==> src/rtl/instruction_fetch.sv <==
// Fetch stage: holds the PC, addresses instruction memory, captures into IF/ID.
// Latency: imem_addr is combinational from pc; the instruction lands in IF/ID one edge later.
// Backpressure: if_ready low with if_valid high freezes pc and IF/ID; halt only drains.
module instruction_fetch #(
  parameter int N        = 32,
  parameter int M        = 256,
  parameter int RESET_PC = 0
) (
  input  logic         clk,
  input  logic         rst,
  output logic [N-1:0] imem_addr,
  input  logic [N-1:0] imem_instr,
  input  logic         redirect_valid,
  input  logic [N-1:0] redirect_target,
  input  logic         halt,
  output logic         if_valid,
  input  logic         if_ready,
  output logic [N-1:0] if_pc,
  output logic [N-1:0] if_instr,
  output logic [N-1:0] fetch_count
);

  // PC is kept N bits wide but always masked to the memory depth, so the
  // upper bits stay zero and imem_addr can be driven straight from it.
  localparam logic [N-1:0] PC_MASK  = N'(M - 1);
  localparam logic [N-1:0] PC_RESET = N'(RESET_PC);
  localparam logic [N-1:0] ONE      = N'(1);

  typedef struct packed {
    logic [N-1:0] pc;
    logic [N-1:0] instr;
  } ifid_t;

  logic [N-1:0] pc;
  ifid_t        ifid;
  logic         ifid_vld;
  logic [N-1:0] count;

  logic take;
  logic fire;

  // Handshake terms: take = decode consumes IF/ID, fire = load a new fetch.
  always_comb begin
    take = ifid_vld & if_ready;
    fire = ~halt & (~ifid_vld | if_ready);
  end

  // PC and IF/ID update; reset beats redirect beats fetch beats hold.
  always_ff @(posedge clk) begin
    if (rst) begin
      pc       <= PC_RESET;
      ifid     <= '0;
      ifid_vld <= 1'b0;
      count    <= '0;
    end else if (redirect_valid) begin
      // Wrong-path instruction is dropped even if decode is stalled on it.
      pc       <= redirect_target & PC_MASK;
      ifid_vld <= 1'b0;
    end else if (fire) begin
      ifid.pc    <= pc;
      ifid.instr <= imem_instr;
      ifid_vld   <= 1'b1;
      pc         <= (pc + ONE) & PC_MASK;
      if (count != '1) begin
        count <= count + ONE;
      end
    end else if (take) begin
      // Halted: let decode drain the held instruction, then go empty.
      ifid_vld <= 1'b0;
    end
  end

  // Output mapping.
  always_comb begin
    imem_addr   = pc;
    if_valid    = ifid_vld;
    if_pc       = ifid.pc;
    if_instr    = ifid.instr;
    fetch_count = count;
  end

endmodule

==> config.mk <==
export PLATFORM = sky130hd
export DESIGN_NAME = instruction_fetch
export DESIGN_NICKNAME = d
export VERILOG_FILES = /design/src/rtl/instruction_fetch.sv
export SDC_FILE = /design/constraint.sdc
export NUM_CORES = 1
export LEC_CHECK = 0
export BUFFER_PORTS_ARGS = -buffer_cell sky130_fd_sc_hd__buf_2
export CAP_MARGIN = 5
export CORE_MARGIN = 5
export CORE_UTILIZATION = 40
export DETAILED_ROUTE_END_ITERATION = 12
export PLACE_DENSITY = 0.72
export SKIP_LAST_GASP = 1
export SLEW_MARGIN = 20
export SYNTH_ARGS = -nofsm -noshare
export SYNTH_HDL_FRONTEND = slang
export SYNTH_SLANG_ARGS = --single-unit
==> constraint.sdc <==
create_clock -name clk -period 5.3 [get_ports clk]
set_input_delay 0.265 -clock clk [delete_from_list [all_inputs] [get_ports clk]]
set_output_delay 0.265 -clock clk [all_outputs]
set_load 0.01 [all_outputs]
==> qor.txt, run 1 <==
Status: finished, final reports clean
Crit Path Category: flop to flop
Fmax: 0.428 GHz
IO buf count: 125
Gpl congestion: 0.774
Setup Skew: 0.0128 ns
Via density: 4.96
Min Tclk post-route: 2.34 ns
Synth Area in Compound Gates: 15.5%
I/O pin cnt: 198
Power Density: 275 nW/um^2
Synth area leader: dfxtp_1
Max Slew Vio Count: 0
CP startpoint: if_valid
Final Worst Setup Slack: 2.96 ns
Most common cell in the netlist: nand2_1
Final hold viol count: 0
Post-Synth Adder-Cell Area: 0.652%
Post-layout util: 49.3%
Worst-Margin Slew: 0.966 ns
Pin count of the biggest net entering global routing: 84
Starting density of the core: 41.3%
RR Endpoint: fetch_count[27]
Syn_area_per_cell: 8.00 sq um
Share of cells above drive strength 1: 24.7%
# fillers: 951
Final Non-Filler Cells: 721
Xor/xnor share of the synthesized area: 3.19%
RSZ-0062 raised after global routing: false
Row Count: 35
Async SR Flop Fraction: 0%
Ys Warns: 0
Post-Syn Area: 3840 sq um
Final wirelength: 9880 um
Via count: 3578
Worst-Skew Late Latency: 0.35 ns
Simple-gate share of the synthesized area: 24.5%
Post-Place Setup Slack: 2.71 ns
Placed inst area: 4350 sq um
Chip height: 108 um
Clk sinks: 81
Critical path capture point type: flop
Gr usage total: 16.7%
Minimum hold slack: 0.140 ns
Leakage: 1.99 nW
PostCTS Resize Cnt: 0
Mux share of post-synthesis cell area: 0.847%
Post-cts hold buffer count: 0
# setup viols final: 0
Global-route wire length before repair: 15800 um
Chip Width: 108 um
Final instance area: 4570 sq um
Netlist cell types: 39
Clock buffer count from CTS: 9
# diodes: 0
Worst-path clk slew: 0.07 ns
Bufs on Longest Clock Path: 2
CP endpoint: fetch_count[27]
Inst Count DP: 706
Top cell type's share of synthesized area: 42.2%
Total Power: 1.26 mW
Core Region: 9280 sq um
Sequential-to-total area share from yosys stat: 42.2%
Syn Inst Count: 480
Root Buffer Master: clkbuf_8
Crit-path max FO: 14
Final worst-path cycle share: 44.1%
Prevailing post-synth register cell: dfxtp_1
Routed wire length per instance: 13.7 um
Synth Register Bits: 81
Hold Crit Class: primary input to flop
Setup TNS: 0 ns
Setup bufs post-CTS: 0
Grt ovf: 0
DRT antenna net count: 0
Antenna violations before repair: 0
Slew HR: 35.5%
Main combinational cell family by area after synthesis: simple AND/OR/NAND/NOR gates
Multi-input logic area: 1910 sq um
Die area: 11700 sq um
Startpoint types: flop
Area Growth Syn to Fin: 19.2%
Initial DRC Count: 186
Max Cap Viol: 0
Synth cell count leaders: nand2_1, dfxtp_1, a21oi_1
H-tree depth: 3
Worst endpoint required time: 5.56 ns
Register-to-register path setup slack: 2.96 ns
Residual DRC: 0
Layout net count: 659
HPWL Detailed: 7030 um
Worst r2r src: if_valid
CP Data Arrival Time: 2.60 ns
R2R depth: 5
EDFF count, synth: 0
Number of global-route vias before repair: 3377
Worst vdd ir: 0.114 mV
TritonCTS clock tree: done
Seq. cell area: 1620 sq um
Largest cells by area after synthesis: dfxtp_1, buf_4, nand2_1
1st-pass router iterations: 4
## worst max-delay path: stages, from the launching register on
cell and delay [ns]:
dfxtp_1 0.33, nor2b_1 0.22, or3_1 0.58, a2111o_1 0.57, or3_1 0.39, a21oi_1 0.15
## state kept, by name (all words and copies together), names as in the netlist
signal	cells
if_valid	1
fetch_count	32
if_pc	8
if_instr	32
imem_addr	8
## cells by family after synthesis
group	Yosys count
AO/OA/AOI/OAI	103
AND/OR/NAND/NOR	194
flip-flops	81
other	1
multiplexers	3
XOR/XNOR	14
buffers and inverters	82
adder cells (fa/ha/maj)	2
## worst min path at each step
stage                    to  cells after the start  slack, ns            from
2_1_floorplan      if_valid                      1       0.34  redirect_valid
3_3_place_gp    if_instr[1]                      2       0.44     if_instr[1]
3_5_place_dp   if_instr[27]                      2       0.44    if_instr[27]
4_1_cts            if_valid                      2       0.13  redirect_valid
5_1_grt        if_instr[22]                      3       0.13  imem_instr[22]
6_report           if_valid                      2       0.14  redirect_valid
## routing by layer
layer,up-vias,part of all wire [%],GRT usage (%)
met4,0,0.91,4.69
met2,137,48,28.2
met5,-,0,0
li1,1779,-,-
met1,1653,42,20.1
met3,9,9.1,5.61
## placed cells by master (no fill, tap or decap), drive strengths merged, types with 9 or more instances in the layout
| master | count |
|---|---|
| nand2 | 95 |
| and3 | 11 |
| or3 | 10 |
| nor2 | 21 |
| o21ai | 14 |
| a21oi | 63 |
| nand3 | 14 |
| nand4 | 9 |
| conb | 48 |
| dfxtp | 81 |
| buf | 127 |
| clkbuf | 10 |
## power breakdown
| group | internal, mW | switching (mW) | total [mW] |
|---|---|---|---|
| Sequential | 0.627 | 0.0134 | 0.640 |
| Combinational | 0.0410 | 0.0766 | 0.118 |
| Clock | 0.275 | 0.225 | 0.500 |
## area by class of cell
| type | instances | area share, % |
|---|---|---|
| well taps | 129 | 3.53 |
| clock inverters | 5 | 1.75 |
| repair buffers | 127 | 14.0 |
| inverters | 5 | 0.410 |
| clock buffers | 10 | 3.01 |
| flip-flops and latches | 81 | 35.4 |
| multi-input cells | 364 | 41.8 |
Note: power is estimated with default switching activity, not from simulation.
==> run 2: changes to the inputs <==
- ABC_AREA: default -> 1
- PLACE_DENSITY: 0.72 -> 0.71
- clock period: 5.3 -> 2.3 ns (I/O delays scaled with it)
==> qor.txt, run 2 <==
RSZ-0062 raised after global routing: false
Pin count of the biggest net entering global routing: 49 (-42%)
Routed wire length per instance: 12.9 um (-6.1%)
Most common cell in the netlist: nand2_1
Final wirelength: 11700 um (+18%)
Register-to-register path setup slack: 0.38 ns (-2.58 ns)
Post-layout util: 51.2% (+1.9 points)
Critical path capture point type: flop
H-tree depth: 3 (unchanged)
Async SR Flop Fraction: 0% (unchanged)
Core Region: 10200 sq um (+10%)
Leakage: 2.40 nW (+21%)
EDFF count, synth: 0 (unchanged)
Via count: 4208 (+18%)
Minimum hold slack: 0.0173 ns (-0.123 ns)
Switching pwr: 0.778 mW (+150%)
Chip height: 112 um (+3.7%)
Synth area leader: dfxtp_1
Final worst-path cycle share: 83.3% (+39 points)
Starting density of the core: 40.7% (-0.67 points)
Worst endpoint required time: 2.59 ns (-2.97 ns)
Fmax: 0.522 GHz (+22%)
Switching Fraction: 27.2% (+2.1 points)
Worst vdd ir: 0.368 mV (+220%)
IO buf count: 125 (unchanged)
Prevailing post-synth register cell: dfxtp_1
Global-route wire length before repair: 18900 um (+20%)
Gr usage total: 18.2% (+1.5 points)
1st-pass router iterations: 4 (unchanged)
Worst-Skew Late Latency: 0.36 ns (about the same)
Row Count: 37 (+5.7%)
Final Non-Filler Cells: 907 (+26%)
Top cell type's share of synthesized area: 39.0% (-3.3 points)
Hold Crit Class: primary input to flop
Max Cap Viol: 0 (unchanged)
Setup Skew: 0.0127 ns (-0.000124 ns)
I/O pin cnt: 198 (unchanged)
Crit Path Category: flop to flop
Internal: 2.08 mW (+120%)
Crit-path max FO: 16 (+2)
Worst-Margin Slew: 0.740 ns (-0.226 ns)
Bufs on Longest Clock Path: 2 (unchanged)
PostCTS Resize Cnt: 0 (unchanged)
# diodes: 0 (unchanged)
Number of global-route vias before repair: 3938 (+17%)
Antenna violations before repair: 0 (unchanged)
Gate power share: 12.0% (+2.7 points)
Final hold viol count: 0 (unchanged)
Min Tclk post-route: 1.92 ns (-0.421 ns)
# setup viols final: 0 (unchanged)
Clk sinks: 81 (unchanged)
Share of cells above drive strength 1: 22.0% (-2.6 points)
Synth cell count leaders: nand2_1, nor2_1, dfxtp_1
Largest cells by area after synthesis: dfxtp_1, nand2_1, buf_4
CP Data Arrival Time: 2.21 ns (-0.39 ns)
Area Growth Syn to Fin: 25.9%
Chip Width: 112 um (+3.7%)
Max Slew Vio Count: 0 (unchanged)
TritonCTS clock tree: done
Die area: 12500 sq um (+7.6%)
Slew HR: 50.6% (+15 points)
Residual DRC: 0 (unchanged)
Most common cell after layout, fill and taps aside: nand2_1
Startpoint types: flop
Layout net count: 838 (+27%)
Grt ovf: 0 (unchanged)
Initial DRC Count: 181 (-2.7%)
Inst Count DP: 859 (+22%)
Clock power frac: 36.5% (-3.2 points)
Power Density: 547 nW/um^2 (+99%)
Syn_area_per_cell: 6.76 sq um (-16%)
Sequential-to-total area share from yosys stat: 39.0% (-3.3 points)
Status: finished, final reports clean
Setup TNS: 0 ns (unchanged)
Synth Register Bits: 81 (unchanged)
Worst-path clk slew: 0.09 ns (+0.02 ns)
HPWL Detailed: 8080 um (+15%)
Part of the power in registers: 51.5% (+0.6 points)
Post-Syn Area: 4160 sq um (+8.4%)
DRT antenna net count: 0 (unchanged)
Root Buffer Master: clkbuf_8
Gpl congestion: 0.865 (+12%)
Ys Warns: 0 (unchanged)
Commonest cells after routing, fill and taps aside: nand2_1, buf_2, nor2_1
Via density: 4.64 (-6.5%)
Clock buffer count from CTS: 9 (unchanged)
Syn Inst Count: 616 (+28%)
Netlist cell types: 29 (-26%)
## run 2: cell types whose count changed after synthesis, sizes merged, moves of 10 or more
cell	previous run	this run
and3	11	0
inv	5	41
or3	10	0
nand3	14	36
nand2	95	191
clkbuf	24	10
nor2	21	91
## run 2: what timing repair did
action,CTS,global route
hold buffers,33,0
hold endpoints to repair,33,0
buffers inserted,0,0
## run 2: routing by layer
metal	part of all wire [%]	up-vias	global-route usage (%)
met3	9.7	17	7.01
met2	48	155	31.5
li1	-	2157	-
met4	1.5	0	4.81
met1	40	1879	20.9
met5	0	-	0
## run 2: final cells by class
type,instances,area (sq um)
fillers,1044,4990
multi-input cells,470,2090
flip-flops and latches,81,1620
repair buffers,164,1010
well taps,136,170
inverters,41,154
clock buffers,9,124
clock inverters,6,67.6
## run 2: logic make-up (layout without fill, tap and decap cells)
group	count (synthesis)	in the layout	share of synthesized area, %
compound gates	88	88	11.6
xor+xnor	3	3	0.632
fa+ha+maj	2	2	0.601
buf+inv	112	220	15.1
flops	81	81	39.0
other cells	1	48	0.0901
simple gates	329	329	33.0
## run 2: critical path, stage by stage (launching register included)
cell and delay, ns:
dfxtp_1 0.39, ha_1 0.18, nand2_1 0.10, nor2_4 0.15, nand2_2 0.09, nor2_1 0.10
nand2_1 0.32, nand2_1 0.26, o21ai_0 0.10, nor2_1 0.14
## run 2: metrics by stage
stage	area [sq um]	total power, mW	setup slack, ns
floorplan	4340	1.74	0.672
global placement	4720	1.80	0.471
detailed placement	4720	1.80	0.415
CTS	5240	2.89	0.383
global route	5240	3.00	0.219
finish	5240	2.86	0.385
## run 2: worst paths after layout
kind | from | to | cells after the start
worst max-delay path | fetch_count[0] | fetch_count[2] | 9
worst min-delay path | imem_instr[19] | if_instr[19] | 3
worst max register to register | fetch_count[0] | fetch_count[2] | 9
worst min register to register | if_instr[6] | if_instr[6] | 2
## run 2: power groups by stage
stage | clock (mW) | sequential [mW] | combinational (mW)
final | 1.05 | 1.47 | 0.343
after global routing | 1.14 | 1.48 | 0.384
after CTS | 1.08 | 1.47 | 0.338
after detailed placement | 0 | 1.51 | 0.295
after global placement | 0 | 1.50 | 0.293
after floorplan | 0 | 1.52 | 0.218
==> run 3: changes to the inputs <==
- clock period: 2.3 -> 1.9 ns (I/O delays scaled with it)
==> qor.txt, run 3 (synthesis results as in run 2) <==
Status: finished, final reports clean
Final Non-Filler Cells: 920 (+1.4%)
Switching Fraction: 26.0% (-1.2 points)
Placed inst area: 4770 sq um (+1.2%)
Commonest cells after routing, fill and taps aside: nand2_1, buf_2, nor2_1
CP Data Arrival Time: 2.03 ns (-0.18 ns)
CP most frequent cell: nand2_1
Initial DRC Count: 186 (+2.8%)
Grt ovf: 0 (unchanged)
Hold Crit Class: primary input to flop
Critical path capture point type: flop
Worst r2r src: fetch_count[1]
Max Slew Vio Count: 0 (unchanged)
Power Density: 672 nW/um^2 (+23%)
Root Buffer Master: clkbuf_8
# diodes: 0 (unchanged)
CP Buf/Inv Count: 1 (+1)
Internal: 2.67 mW (+28%)
Worst vdd ir: 0.398 mV (+8.1%)
RSZ-0062 raised after global routing: true
Worst-path clk slew: 0.09 ns (about the same)
Die area: 12500 sq um (unchanged)
Most common cell after layout, fill and taps aside: nand2_1
Core Region: 10200 sq um (unchanged)
Final hold viol count: 0 (unchanged)
Via density: 4.65 (+0.32%)
Layout net count: 851 (+1.6%)
Routed wire length per instance: 12.5 um (-2.5%)
Fmax: 0.576 GHz (+10%)
Bufs on Longest Clock Path: 2 (unchanged)
Hold depth: 3 (unchanged)
DRT antenna net count: 0 (unchanged)
Share of cells above drive strength 1: 23.1% (+1.0 points)
# fillers: 1033 (-1.1%)
RR Endpoint: fetch_count[22]
Crit-path slowest cell: dfxtp_1
Number of global-route vias before repair: 4020 (+2.1%)
Worst endpoint required time: 2.19 ns (-0.40 ns)
Clock power frac: 38.8% (+2.3 points)
IO buf count: 125 (unchanged)
WHS Endpoint: imem_addr[0]
Startpoint types: flop
Gr usage total: 18.3% (+0.10 points)
Clock buffer count from CTS: 9 (unchanged)
Final instance area: 5360 sq um (+2.4%)
Slew HR: 65.6% (+15 points)
Crit-path max FO: 5 (-11)
# setup viols final: 0 (unchanged)
Chip height: 112 um (unchanged)
I/O pin cnt: 198 (unchanged)
1st-pass router iterations: 4 (unchanged)
Inst Count DP: 868 (+1.0%)
Switching pwr: 0.935 mW (+20%)
Post-layout util: 52.4% (+1.2 points)
Gpl congestion: 0.839 (-3.0%)
Worst-Skew Late Latency: 0.36 ns (about the same)
Min Tclk post-route: 1.74 ns (-0.179 ns)
Leakage: 2.48 nW (+3.3%)
Area Growth Syn to Fin: 28.8%
Register-to-register path setup slack: 0.16 ns (-0.22 ns)
Chip Width: 112 um (unchanged)
Total Power: 3.60 mW (+26%)
Minimum hold slack: 0.0355 ns (+0.0182 ns)
Setup Skew: 0.00736 ns (-0.00533 ns)
Global-route wire length before repair: 19200 um (+1.6%)
Max Cap Viol: 0 (unchanged)
Worst-Margin Slew: 0.515 ns (-0.224 ns)
Part of the power in registers: 49.5% (-2.0 points)
Final worst-path cycle share: 91.4% (+8.1 points)
Starting density of the core: 40.7% (unchanged)
Hold Path Origin: redirect_target[0]
Crit path max-delay family: simple AND/OR/NAND/NOR gates
Via count: 4282 (+1.8%)
CP Cell Sequence: ha_1 -> nand2_1 -> nor2_4 -> nand2_1 -> nor2_4 -> nand2_1 -> nor2_1 -> nand2_1 -> nand2_1 -> inv_1 -> nor2_1
R2R depth: 11 (+2)
TritonCTS clock tree: done
Crit Path Category: flop to flop
H-tree depth: 3 (unchanged)
Pin count of the biggest net entering global routing: 49 (unchanged)
Max incr delay on CP: 0.39 ns (about the same)
Clk sinks: 81 (unchanged)
Antenna violations before repair: 0 (unchanged)
Row Count: 37 (unchanged)
Residual DRC: 0 (unchanged)
Gate power share: 11.7% (-0.3 points)
Final wirelength: 11500 um (-1.1%)
HPWL Detailed: 8150 um (+0.92%)
==> run 3: worst max-delay path by stage <==
stage,from,endpoint,slack (ns),depth (start not counted)
after floorplan,fetch_count[0],fetch_count[13],0.27,10
after global placement,fetch_count[1],fetch_count[2],0.19,9
after detailed placement,fetch_count[1],fetch_count[2],0.14,9
after CTS,fetch_count[1],fetch_count[2],0.12,9
after global routing,fetch_count[1],fetch_count[22],-0.006,11
final,fetch_count[1],fetch_count[22],0.16,11
==> run 3: power by group through the flow <==
stage	Sequential, mW	Clock (mW)	Combinational [mW]
2_1_floorplan	1.85	0	0.264
3_3_place_gp	1.82	0	0.358
3_5_place_dp	1.82	0	0.360
4_1_cts	1.78	1.45	0.418
5_1_grt	1.79	1.51	0.472
6_report	1.78	1.40	0.423
==> run 3: metal layers <==
layer | vias to the layer above | share of wire, % | GRT usage, %
li1 | 2188 | - | -
met1 | 1915 | 41 | 21.2
met2 | 163 | 48 | 31.6
met3 | 16 | 9.4 | 6.85
met4 | 0 | 1.6 | 5.05
met5 | - | 0 | 0
==> run 3: cell type report <==
class                           count  area (sq um)  share of cell area [%]
Multi-Input combinational cell    470          2090                    39.0
Sequential cell                    81          1620                    30.2
Timing Repair Buffer              177          1110                    20.7
Tap cell                          136           170                    3.17
Inverter                           41           154                    2.87
Clock buffer                        9           124                    2.31
Clock inverter                      6          91.3                    1.70
==> run 3: what timing repair did <==
action / in CTS / in global routing
buffers inserted: 0 / 0
endpoints found under the hold margin: 37 / 0
gates resized for setup: 0 / 2
hold buffers: 37 / 0
setup endpoints to repair: 0 / 7
==> run 3: per-stage QoR <==
| step | TNS, ns | setup WS (ns) |
|---|---|---|
| floorplan | 0 | 0.272 |
| global placement | 0 | 0.189 |
| detailed placement | 0 | 0.142 |
| CTS | 0 | 0.119 |
| global route | -0.00613 | -0.00613 |
| finish | 0 | 0.163 |
==> run 3: tightest hold or removal path, delay by kind of cell <==
kind	cells	cell delay, ns
AOI/OAI and AO/OA	2	0.18
buffers and inverters	1	0.08
